`config.mk`:
```
export PLATFORM = sky130hd
export DESIGN_NAME = cpu_clock_ctrl
export DESIGN_NICKNAME = d
export VERILOG_FILES = /design/src/rtl/cpu_clock_ctrl.sv
export SDC_FILE = /design/constraint.sdc
export NUM_CORES = 1
export LEC_CHECK = 0
export CAP_MARGIN = 10
export CORE_MARGIN = 2
export CORE_UTILIZATION = 55
export CTS_CLUSTER_DIAMETER = 60
export DETAILED_ROUTE_END_ITERATION = 8
export HOLD_SLACK_MARGIN = 0.08
export PLACE_DENSITY = 0.87
export SYNTH_ARGS = -nofsm -noshare
export SYNTH_HDL_FRONTEND = slang
export SYNTH_SLANG_ARGS = --single-unit
```
`constraint.sdc`:
```
create_clock -name clkin -period 4.2 [get_ports clkin]
set_input_delay 1.05 -clock clkin [delete_from_list [all_inputs] [get_ports clkin]]
set_output_delay 1.05 -clock clkin [all_outputs]
set_load 0.01 [all_outputs]
```
`src/rtl/cpu_clock_ctrl.sv`:
```
// Debounced run/step controller for the CPU tick enable; press-to-tick latency DEB_CYCLES+3, no backpressure.
// Optional break exit from RUN is built only when CLKCTRL_BREAK_EN is defined.

module cpu_clock_ctrl_btn #(
  parameter int DEB_CYCLES = 500000
) (
  input  logic clkin,
  input  logic reset_n,
  input  logic key_n,
  output logic press
);
  localparam int CW = (DEB_CYCLES > 2) ? $clog2(DEB_CYCLES) : 1;

  logic          sync1, sync2, deb, deb_d, armed;
  logic [1:0]    fill;
  logic [CW-1:0] cnt;

  always_ff @(posedge clkin or negedge reset_n) begin
    if (!reset_n) begin
      sync1 <= 1'b1;
      sync2 <= 1'b1;
      deb   <= 1'b1;
      deb_d <= 1'b1;
      armed <= 1'b0;
      fill  <= 2'b00;
      cnt   <= '0;
      press <= 1'b0;
    end else begin
      sync1 <= key_n;
      sync2 <= sync1;
      fill  <= {fill[0], 1'b1};
      deb_d <= deb;
      // A key held through reset must be seen released (past the reset-valued sync flops) before it can press.
      if (fill[1] && sync2)
        armed <= 1'b1;
      if (sync2 == deb) begin
        cnt <= '0;
      end else if (cnt == CW'(DEB_CYCLES - 1)) begin
        deb <= sync2;
        cnt <= '0;
      end else begin
        cnt <= cnt + CW'(1);
      end
      press <= armed & deb_d & ~deb;
    end
  end
endmodule

module cpu_clock_ctrl #(
  parameter int DEB_CYCLES = 500000,
  parameter int PRE_W      = 32
) (
  input  logic        clkin,
  input  logic        reset_n,
  input  logic        key_step_n,
  input  logic        key_mode_n,
  input  logic [4:0]  divisor,
  input  logic        brk,
  output logic        tick_en,
  output logic        run_mode,
  output logic [31:0] tick_cnt
);
  typedef enum logic {ST_STEP = 1'b0, ST_RUN = 1'b1} state_t;

  localparam int DW = (PRE_W > 1) ? $clog2(PRE_W) : 1;

  state_t           state;
  logic             step_press, mode_press, exit_run, pre_rise;
  logic [DW-1:0]    eff_div;
  logic [PRE_W-1:0] pre, pre_nxt;

  cpu_clock_ctrl_btn #(.DEB_CYCLES(DEB_CYCLES)) u_step (
    .clkin   (clkin),
    .reset_n (reset_n),
    .key_n   (key_step_n),
    .press   (step_press)
  );

  cpu_clock_ctrl_btn #(.DEB_CYCLES(DEB_CYCLES)) u_mode (
    .clkin   (clkin),
    .reset_n (reset_n),
    .key_n   (key_mode_n),
    .press   (mode_press)
  );

`ifdef CLKCTRL_BREAK_EN
  assign exit_run = mode_press | brk;
`else
  logic unused_brk;
  assign unused_brk = brk;
  assign exit_run   = mode_press;
`endif

  always_comb begin
    if (int'(divisor) >= PRE_W)
      eff_div = DW'(PRE_W - 1);
    else
      eff_div = DW'(divisor);
  end

  // Tick on the 0->1 edge of the selected prescaler bit as it is about to be written.
  assign pre_nxt  = pre + PRE_W'(1);
  assign pre_rise = ~pre[eff_div] & pre_nxt[eff_div];
  assign run_mode = (state == ST_RUN);

  always_ff @(posedge clkin or negedge reset_n) begin
    if (!reset_n) begin
      state   <= ST_STEP;
      tick_en <= 1'b0;
      pre     <= '0;
    end else begin
      case (state)
        ST_STEP: begin
          pre <= '0;
          if (mode_press) begin
            state   <= ST_RUN;
            tick_en <= 1'b0;
          end else begin
            tick_en <= step_press;
          end
        end
        ST_RUN: begin
          if (exit_run) begin
            state   <= ST_STEP;
            tick_en <= 1'b0;
            pre     <= '0;
          end else begin
            pre     <= pre_nxt;
            tick_en <= pre_rise;
          end
        end
      endcase
    end
  end

  always_ff @(posedge clkin or negedge reset_n) begin
    if (!reset_n)
      tick_cnt <= '0;
    else if (tick_en)
      tick_cnt <= tick_cnt + 32'd1;
  end
endmodule

```
==> results.md <==
* GPL Wtd Cong at about 0.94
* Post-synth top area share at 43.6%
* Drt first pass iters at 5
* Required @ worst endpoint at 4.49 ns
* Synth Register Bits at 118
* I/O pin count at 44
* Tmin final at 3.30 ns
* Reg2reg path depth at 8
* Mapped cell area at between 0.006 and 0.007 sq mm
* Post-CTS Setup Bufs at 0
* Finished Layout Cells at 831
* Async SR Flop Fraction at 100%
* Mux share of post-synthesis cell area at 4.28%
* Die height at 111 um
* Row count at 39
* Setup crit end: tick_en$_DFF_PN0_
* Worst min-delay path class: reg2reg
* Max-slew violation count at 0
* Adder-cell share of the synthesized area at less than 1%
* Grt met3 use at 5.30%
* Biggest area consumer among synthesized cells: dfrtp_1
* Synth cell types at 67
* Peak supply drop at about 280 uV
* Layout fillers at 812
* CP max-delay cell: nor4_4
* Total power at roughly 2.8 mW
* Initial antenna violation count at 0
* Post-synth EDFFs at 0
* Synth Net Count at 651
* Pin count of the biggest net entering global routing at 69
* Leakage at about 3 nW
* Clock sink count at ~120
* Global-route wire length before repair at 24,900 um
* CP peak stage delay at 0.63 ns
* Outcome: completed
* Crit end category: flip-flop
* Die ar. at roughly 0.012 sq mm
* WP data arrival at 3.59 ns
* Grt total ovfl at 0
* CP max FO at 10
* CTS tree: built
* Fmax at roughly 300 MHz
* Type of origin of the critical path: flip-flop
* Port Buffers at 42
* Starting DRC count in detailed routing at 540
* Root Buffer: clkbuf_16
* Area grow syn2layout at 17.4%
* Main combinational cell family by area after synthesis: simple AND/OR/NAND/NOR gates
* Core Region at 0.0113 sq mm
* Layout cells sized above 1 at approximately 11%
* Worst hold margin at between 0.3 and 0.4 ns
* Final Cycle Share at 78.6%
* Post-synthesis sequential area ratio at between 40% and 50%
* Rel. slew slack at 32.6%
* Worst-margin pin slew at around 1 ns
* Clock transition at path regs at 0.06 ns
* Via count at around 5,100
* Synth Area in XOR/XNOR at 12.8%
* Worst Skew at 0.00779 ns
* Initial core utilization at 55.8%
* Hold_buf cts at 0
* Post-synth top flop: dfrtp_1
* MaxCap Viol Count at 0
* H-tree levels at 4
* Nets at about 690
* Resized Gates After CTS at 0
* CTS Buffer Depth at 2
* Mapped Cells at 637
* Pwr Density at 373 mW/mm^2
* RSZ-0062 raised after global routing: false
* GR peak layer: met2
* YS warnings at 0
* DR WL/cell at 17.6 um
* Antenna-violating nets left at 0
* Sum Neg Setup Slack at 0 ns
* Simple-Gate Fraction of Synth Area at around a quarter
* Top cells by area, synth: dfrtp_1 44%, xnor2_1 6.7%, xor2_1 6.1%
* Compound-cell area share of the yosys netlist at 8.01%
* Dpl ws at 0.659 ns
* Vias in the first global route at 5,033
* CTS buffer count at 17
* GRT Total Usage at approximately a quarter
* Final wirelength at 14,700 um
* Reg-to-reg critical path endpoint: tick_en$_DFF_PN0_
* Die X at 111 um
* Clock Latency Late Sink at 0.41 ns
* Met1 Usage GRT at 32.1%
* Reg area at 0.00296 sq mm
* Area occupied by multi-input gates at 0.00311 sq mm
* Final WS setup at 0.900 ns
* N_diodes at 0
* Worst r2r src: pre[0]$_DFF_PN0_
* CP cell instances: ha_1 > nand4_1 > nor4_4 > nand2_1 > o31a_1 > nor4_1 > a211oi_1 > o41ai_2
* M2 GR Usage at 41.0%
* Final number of setup-violating endpoints at 0
* HPWL Detailed at 9300 um
* Synth Area per Inst at between 9 and 10 sq um
* Via density at approximately 6.1
* Critical path origin: pre[0]$_DFF_PN0_
* Reg2Reg Setup Slack at 0.90 ns
* Setup CP Type: reg2reg
* Post-route DRC at 0
* Fin. Hold Viols at 0
* Placed insts at 798
==> per-stage QoR <==
stage          area [sq um]  utilization, %
5_1_grt                7410            65.5
4_1_cts                7400            65.3
6_report               7410            65.5
3_5_place_dp           6780            59.9
3_3_place_gp           6780            59.9
2_1_floorplan          6310               -
==> cells in the final DEF, fill, tap and decap left out, types with 8 or more instances in the layout <==
master and instances:
and3_1 18, inv_1 13, and4_1 9, xor2_1 44
nand3_1 49, clkdlybuf4s50_1 41, o21ai_0 11, nand4_1 23
nor3_1 12, xnor2_1 48, nor2_1 92, dfrtp_1 110
mux4_2 8, clkbuf_16 17, nand2_1 57, a21oi_1 16
dfstp_2 8
==> worst min path at each step <==
| stage | to | startpoint | slack [ns] | cells after the start |
|---|---|---|---|---|
| finish | u_mode.sync2$_DFF_PN1_ | u_mode.sync1$_DFF_PN1_ | 0.36 | 0 |
| global route | u_mode.sync2$_DFF_PN1_ | u_mode.sync1$_DFF_PN1_ | 0.36 | 0 |
| CTS | u_step.sync2$_DFF_PN1_ | u_step.sync1$_DFF_PN1_ | 0.36 | 0 |
| detailed placement | u_mode.sync2$_DFF_PN1_ | u_mode.sync1$_DFF_PN1_ | 0.35 | 0 |
| global placement | u_mode.fill[1]$_DFF_PN0_ | u_mode.fill[0]$_DFF_PN0_ | 0.33 | 0 |
| floorplan | u_mode.fill[1]$_DFF_PN0_ | u_mode.fill[0]$_DFF_PN0_ | 0.33 | 0 |
==> final cells by class <==
type / count / area share (%)
Timing Repair Buffer: 49 / 6.62
Clock buffer: 17 / 5.74
Clock inverter: 15 / 2.60
Multi-Input combinational cell: 476 / 42.0
Inverter: 13 / 0.658
Tap cell: 143 / 2.41
Sequential cell: 118 / 40.0
==> state kept, by name (all words and copies together) (netlist names), 2 cells and up <==
signal / flops
u_step.cnt: 19
u_mode.fill: 2
pre: 32
tick_cnt: 32
u_mode.cnt: 19
==> critical path: cells and delay by family (launching register included) <==
kind,cells,cell delay (ns)
AOI/OAI and AO/OA,3,0.81
DFF,1,0.51
and+or+nand+nor,4,1.49
adders and majority gates,1,0.37
==> synth_stat cells (all sizes together), types with 11 or more instances <==
cell type / number
nand4: 23
dfrtp: 110
xnor2: 48
and3: 20
nor2: 92
a21oi: 16
xor2: 44
o21ai: 11
nand2: 57
clkbuf: 21
nor3: 12
nand3: 50
inv: 13
==> power by group <==
part / internal (mW) / leakage [nW] / switching (mW)
Sequential: 1.15 / 1.60 / 0.00691
Clock: 0.947 / 0.289 / 0.576
Combinational: 0.0298 / 1.15 / 0.0591
==> cells by family (layout without fill, tap and decap cells) <==
| kind of cell | count (synthesis) | in the layout |
|---|---|---|
| buffers and inverters | 43 | 94 |
| XOR/XNOR | 92 | 92 |
| multiplexers | 15 | 15 |
| AO/OA/AOI/OAI | 70 | 70 |
| other | 1 | 1 |
| AND/OR/NAND/NOR | 294 | 294 |
| adder cells (fa/ha/maj) | 4 | 4 |
| flip-flops | 118 | 118 |
==> layer usage <==
| metal | part of all wire, % | routed length [um] |
|---|---|---|
| met1 | 41 | 5990 |
| met3 | 5.8 | 847 |
| met4 | 2.2 | 318 |
| met5 | 0 | 0 |
| met2 | 51 | 7510 |
(Power assumes the default switching activity.)
